File: config.mk
export PLATFORM = sky130hd
export DESIGN_NAME = hex_status_display_ctrl
export DESIGN_NICKNAME = d
export VERILOG_FILES = /design/src/rtl/hex_disp_pkg.sv /design/src/rtl/segger7.sv /design/src/rtl/tick_gen.sv /design/src/rtl/hex_status_display_ctrl.sv
export SDC_FILE = /design/constraint.sdc
export NUM_CORES = 1
export LEC_CHECK = 0
export ABC_AREA = 0
export CAP_MARGIN = 0
export CELL_PAD_IN_SITES_DETAIL_PLACEMENT = 0
export CELL_PAD_IN_SITES_GLOBAL_PLACEMENT = 2
export CORE_MARGIN = 4
export CORE_UTILIZATION = 27
export CTS_BUF_LIST = sky130_fd_sc_hd__clkbuf_16
export DETAILED_ROUTE_END_ITERATION = 10
export PLACE_DENSITY_LB_ADDON = 0.1
export SYNTH_ARGS = -nofsm -noshare
export SYNTH_HDL_FRONTEND = slang
export SYNTH_SLANG_ARGS = --single-unit
File: constraint.sdc
create_clock -name clk -period 2.75 [get_ports clk]
set_clock_uncertainty 0.2 [all_clocks]
set_input_delay 0.825 -clock clk [delete_from_list [all_inputs] [get_ports clk]]
set_output_delay 0.825 -clock clk [all_outputs]
set_load 0.005 [all_outputs]
File: src/rtl/hex_disp_pkg.sv
// Shared types and constants for the HEX status display.
package hex_disp_pkg;

    localparam int unsigned DIGITS = 6;
    localparam int unsigned KEY_W  = 24;

    // Digit codes 0..15 are hex nibbles; these two are the extra glyphs.
    localparam logic [4:0] CODE_DASH  = 5'd16;
    localparam logic [4:0] CODE_BLANK = 5'd17;

    typedef enum logic [1:0] {
        StIdle  = 2'd0,
        StRun   = 2'd1,
        StFound = 2'd2,
        StFail  = 2'd3
    } disp_state_e;

endpackage

File: src/rtl/segger7.sv
// Active-low 7-segment decoder, bit order {g,f,e,d,c,b,a}.
// Codes 0..15 give hex glyphs, 16 a dash, anything else blank.
module segger7 (
    input  logic [4:0] code_i,
    output logic [6:0] seg_o
);

    // Glyph lookup.
    always_comb begin
        seg_o = 7'b1111111;
        case (code_i)
            5'd0:    seg_o = 7'b1000000;
            5'd1:    seg_o = 7'b1111001;
            5'd2:    seg_o = 7'b0100100;
            5'd3:    seg_o = 7'b0110000;
            5'd4:    seg_o = 7'b0011001;
            5'd5:    seg_o = 7'b0010010;
            5'd6:    seg_o = 7'b0000010;
            5'd7:    seg_o = 7'b1111000;
            5'd8:    seg_o = 7'b0000000;
            5'd9:    seg_o = 7'b0010000;
            5'd10:   seg_o = 7'b0001000;
            5'd11:   seg_o = 7'b0000011;
            5'd12:   seg_o = 7'b1000110;
            5'd13:   seg_o = 7'b0100001;
            5'd14:   seg_o = 7'b0000110;
            5'd15:   seg_o = 7'b0001110;
            5'd16:   seg_o = 7'b0111111;
            default: seg_o = 7'b1111111;
        endcase
    end

endmodule

File: src/rtl/tick_gen.sv
// Free-running divider: pulses tick on the last count of each DIV-cycle period.
// The counter sits at zero whenever it is cleared or disabled.
module tick_gen #(
    parameter int unsigned DIV = 2
) (
    input  logic clk,
    input  logic rst,
    input  logic en,
    input  logic clr,
    output logic tick
);

    localparam int unsigned CntW = (DIV > 1) ? $clog2(DIV) : 1;
    localparam logic [CntW-1:0] CntMax = CntW'(DIV - 1);

    logic [CntW-1:0] cnt_q, cnt_d;

    // Next count and wrap pulse.
    always_comb begin
        tick  = en && (cnt_q == CntMax);
        cnt_d = cnt_q;
        if (clr || !en) begin
            cnt_d = '0;
        end else if (tick) begin
            cnt_d = '0;
        end else begin
            cnt_d = cnt_q + 1'b1;
        end
    end

    // Counter register.
    always_ff @(posedge clk) begin
        if (rst) begin
            cnt_q <= '0;
        end else begin
            cnt_q <= cnt_d;
        end
    end

endmodule

File: src/rtl/hex_status_display_ctrl.sv
// Six-digit HEX status display for the ARC4 key search.
// Optional build macro FOUND_BLINK_EN: blink the found key with half-period BLINK_DIV.
module hex_status_display_ctrl
    import hex_disp_pkg::*;
#(
    parameter int unsigned REFRESH_DIV = 5_000_000,
    parameter int unsigned BLINK_DIV   = 25_000_000
) (
    input  logic             clk,
    input  logic             rst,
    input  logic             start,
    input  logic [KEY_W-1:0] key_live,
    input  logic             found_valid,
    input  logic [KEY_W-1:0] key_found,
    input  logic             fail,
    output logic [6:0]       HEX5,
    output logic [6:0]       HEX4,
    output logic [6:0]       HEX3,
    output logic [6:0]       HEX2,
    output logic [6:0]       HEX1,
    output logic [6:0]       HEX0,
    output logic [1:0]       state_o
);

    if (REFRESH_DIV < 2) begin : g_bad_refresh_div
        $error("REFRESH_DIV must be at least 2");
    end
    if (BLINK_DIV < 2) begin : g_bad_blink_div
        $error("BLINK_DIV must be at least 2");
    end

    disp_state_e      state_q, state_d;
    logic [KEY_W-1:0] key_q, key_d;
    logic [4:0]       code_q [DIGITS];
    logic [4:0]       code_d [DIGITS];
    logic             refresh_tick;
    logic             show_key;

    // Live-key sampling period; restarted by start and parked at zero outside RUN.
    tick_gen #(
        .DIV (REFRESH_DIV)
    ) u_refresh (
        .clk  (clk),
        .rst  (rst),
        .en   (state_q == StRun),
        .clr  (start || (state_d != StRun)),
        .tick (refresh_tick)
    );

`ifdef FOUND_BLINK_EN
    logic blink_tick;
    logic visible_q, visible_d;

    tick_gen #(
        .DIV (BLINK_DIV)
    ) u_blink (
        .clk  (clk),
        .rst  (rst),
        .en   (state_q == StFound),
        .clr  (state_d != StFound),
        .tick (blink_tick)
    );

    // Visible on entry to FOUND, toggled at every blink wrap.
    always_comb begin
        visible_d = visible_q;
        if ((state_d == StFound) && (state_q != StFound)) begin
            visible_d = 1'b1;
        end else if (blink_tick) begin
            visible_d = ~visible_q;
        end
    end

    // Blink flag register.
    always_ff @(posedge clk) begin
        if (rst) begin
            visible_q <= 1'b1;
        end else begin
            visible_q <= visible_d;
        end
    end

    assign show_key = visible_d;
`else
    assign show_key = 1'b1;
`endif

    // Search status and displayed key; start outranks found, found outranks fail.
    always_comb begin
        state_d = state_q;
        key_d   = key_q;
        if (start) begin
            state_d = StRun;
            key_d   = key_live;
        end else if (state_q == StRun) begin
            if (found_valid) begin
                state_d = StFound;
                key_d   = key_found;
            end else if (fail) begin
                state_d = StFail;
            end else if (refresh_tick) begin
                key_d = key_live;
            end
        end
    end

    // Digit codes follow the next state so HEX changes with no extra latency.
    always_comb begin
        for (int i = 0; i < DIGITS; i++) begin
            code_d[i] = CODE_BLANK;
            unique case (state_d)
                StIdle:  code_d[i] = CODE_BLANK;
                StRun:   code_d[i] = {1'b0, key_d[4*i +: 4]};
                StFound: code_d[i] = show_key ? {1'b0, key_d[4*i +: 4]} : CODE_BLANK;
                StFail:  code_d[i] = CODE_DASH;
            endcase
        end
    end

    // State, key and code registers.
    always_ff @(posedge clk) begin
        if (rst) begin
            state_q <= StIdle;
            key_q   <= '0;
            for (int i = 0; i < DIGITS; i++) begin
                code_q[i] <= CODE_BLANK;
            end
        end else begin
            state_q <= state_d;
            key_q   <= key_d;
            for (int i = 0; i < DIGITS; i++) begin
                code_q[i] <= code_d[i];
            end
        end
    end

    assign state_o = state_q;

    segger7 u_seg5 (.code_i(code_q[5]), .seg_o(HEX5));
    segger7 u_seg4 (.code_i(code_q[4]), .seg_o(HEX4));
    segger7 u_seg3 (.code_i(code_q[3]), .seg_o(HEX3));
    segger7 u_seg2 (.code_i(code_q[2]), .seg_o(HEX2));
    segger7 u_seg1 (.code_i(code_q[1]), .seg_o(HEX1));
    segger7 u_seg0 (.code_i(code_q[0]), .seg_o(HEX0));

endmodule

==> results of run 1 <==
-- final timing paths --
check                                 from                            end  slack, ps  cells past startpoint
max               code_q[0][20]$_SDFF_PP1_                        HEX4[1]         60                      6
min reg2reg  u_refresh.cnt_q[0]$_SDFF_PP0_  u_refresh.cnt_q[0]$_SDFF_PP0_        280                      1
min          u_refresh.cnt_q[0]$_SDFF_PP0_  u_refresh.cnt_q[0]$_SDFF_PP0_        280                      1
max reg2reg  u_refresh.cnt_q[7]$_SDFF_PP0_       code_q[0][15]$_SDFF_PP1_        350                      6
-- cell type report --
| class | count | area, um2 |
|---|---|---|
| repair buffers | 175 | 1500 |
| well taps | 265 | 332 |
| clock inverters | 5 | 25.0 |
| flip-flops and latches | 74 | 1520 |
| inverters | 45 | 175 |
| multi-input cells | 538 | 3650 |
| clock buffers | 9 | 225 |
| fillers | 2051 | 12000 |
-- state kept, by name, summed over array words and instances (netlist names) --
name,flops
u_refresh.cnt_q,23
code_q,25
key_q,24
state_o,2
-- stage by stage --
stage	utilization (%)	setup TNS [ps]	power, uW	area [um2]	cells
3_5_place_dp	36.1	-10590	1990	7030	1093
3_3_place_gp	36.1	-8660	1980	7030	1093
2_1_floorplan	-	0	1580	5390	707
5_1_grt	38.2	-7.61	3180	7430	1111
6_report	38.2	0	3010	7430	1111
4_1_cts	37.7	-13.3	3010	7340	1110
-- cells in the mapped netlist (19+ instances only) --
cell and count:
inv_1 45, nor2b_1 28, nand3_1 19, o21ai_0 20
clkbuf_1 38, mux2i_1 19, nand2_1 36, a21boi_0 24
nor2_1 86, a21oi_1 95, ha_1 40, nand2b_1 20
dfxtp_1 74
-- power by group through the flow --
stage / registers [uW] / logic [uW] / clock network [uW]
after floorplan: 1170 / 408 / 0
after global placement: 1190 / 790 / 0
after detailed placement: 1190 / 797 / 0
after CTS: 1170 / 784 / 1060
after global routing: 1180 / 893 / 1100
final: 1170 / 802 / 1030
-- cell families after synthesis --
| family | Yosys count | share of synthesized area (%) |
|---|---|---|
| adder cells (fa/ha/maj) | 40 | 9.36 |
| flip-flops | 74 | 27.7 |
| multiplexers | 22 | 4.33 |
| AND/OR/NAND/NOR | 226 | 20.9 |
| XOR/XNOR | 21 | 3.44 |
| buffers and inverters | 95 | 7.02 |
| AO/OA/AOI/OAI | 229 | 27.2 |
-- per-layer routing --
metal  track usage, %  up-vias  share of wire, %
li1                 -     2769                 -
met1             21.9     2530                49
met2             25.4      106                45
met3             2.47       27               3.8
met4             4.67        0               1.8
met5                0        -                 0
-- worst register-to-register path: stages, from the launching register on --
cell and delay [ps]:
dfxtp_1 350, or4_4 560, nor4_4 310, buf_12 240
nand2_4 150, mux2_4 330, a31oi_1 180
-- timing repair --
item,4_1_cts,5_1_grt
pin swaps,0,5
resized for setup,103,71
endpoints found under the setup margin,42,35
buffers inserted,4,1
endpoints found under the hold margin,0,0
gates cloned,0,0
==> impl_results.md, run 1 <==
- Predominant post-synthesis flop cell: dfxtp_1
- Worst path slowest cell: dfxtp_4
- Synth unique cells: 50
- Crit. End Element: primary output
- DR vias: 5432
- GR Util All Layers: 15.8%
- Gr ovfl total: 0
- Status: complete, no violations
- Ys async rst share: 0%
- Ys Warns: 0
- Vias in the first global route: roughly 5500
- Comb power frac: between 20% and 30%
- CTS tree: built
- IO Pins: 97
- Number of synthesized flops with an enable pin: 0
- Pins Over Slew Limit: 0
- Critical path type: flop to primary output
- Top cell type's share of synthesized area: 27.7%
- DIE WIDTH: 149 um
- Chip height: 149 um
- Synthesized flop and latch total: between 70 and 80
- Family with the most delay on the worst path: flip-flops
- Syn nets: 800
- Final hold violations: 0
- Most common cell after layout, fill and taps aside: a21oi_1
- Gpl congestion: roughly 0.80
- CTS Hold Bufs: 0
- Max Cap Viol: 0
- Unrepaired setup endpoints after global routing: yes
- Part of the power in registers: 39.0%
- Routed Antenna Nets: 0
- Setup violations, final: 0
- Final WL: ~18000 um
- Largest net degree at the start of global routing: a little over 40
- Vias per cell: 4.89
- Area Growth Syn to Fin: 38.9%
- Startpoint types: flop
- ANT cells: 0
- H-tree levels: 3
- Synth area leaders: dfxtp_1, ha_1, a21oi_1, nor2_1, mux2i_1
- I/O Buffers: 96
- Critical path buffer and inverter count: 2
- First-pass GRT wire length: 28400 um
- CTS Buf Count: 9
- Site Rows: 51
- Drt wl/cell: 16.0 um
- Yosys top cell by area: dfxtp_1
- Core Region: around 19000 um2
- Net count, final: 936
- Hold_ws: 282 ps
- Leakage: 0.00292 uW
- CTS Buffer Depth: 2
- Tcrit/Tclk final: 97.8%
- Cell Area, Synth: 5350 um2
- Clock Power Share: 34.4%
- Slowest stage delay, CP: around 380 ps
- Internal power: 2120 uW
- Slew headroom: 49.0%
- Initial core utilization: a little over a quarter
- Initial antenna violation count: 0
- Worst-Skew Late Latency: 330 ps
- Most frequent cells in the layout: a21oi_1, nor2_1, buf_4
- Worst-Margin Slew: between 700 and 800 ps
- CTS clk-pin slew, worst paths: 60 ps
- Share of layout cells above drive strength 1: ~20%
- Drt initial violations: 220
- P_sw: 889 uW
- Peak VDD IR: 0.216 mV
- Fmax: 372 MHz
- Worst hold path type: flop to flop
- Worst Path Arrival: between 1500 and 2000 ps
- Switching Share: 29.5%
- Worst Path Required: about 1700 ps
- Root Buffer: clkbuf_16
- Drt pass-1 iters: 4
- Post-synthesis cell count: 707
- Syn Area/Cell: 7.56 um2
- CP Max Fanout: 4
- Die footprint: 22100 um2
- Post-DP HPWL: between 10000 and 15000 um
- Worst setup margin: 60.6 ps
- CP Cell Sequence: inv_2 > ha_1 > nand2b_1 > a21boi_0 > o21ai_1 > dlygate4sd2_1
- Drt drc: 0
- Sink Count: 74
- Share of the yosys chip area belonging to registers: 27.7%
- Pre-CTS setup slack: -242 ps
- Tmin final: 2690 ps
- Pwr/cell area: 405 nW/um2
Note: power is estimated with default switching activity, not from simulation.
==> inputs of run 2 (changes only) <==
--- a/config.mk
+++ b/config.mk
@@ -6,6 +6,7 @@
 export NUM_CORES = 1
 export LEC_CHECK = 0
 export ABC_AREA = 0
+export ABC_CLOCK_PERIOD_IN_PS = 2750
 export CAP_MARGIN = 0
 export CELL_PAD_IN_SITES_DETAIL_PLACEMENT = 0
 export CELL_PAD_IN_SITES_GLOBAL_PLACEMENT = 2
==> results of run 2 <==
Final layout, timing and power as in run 1 (identical DEF).
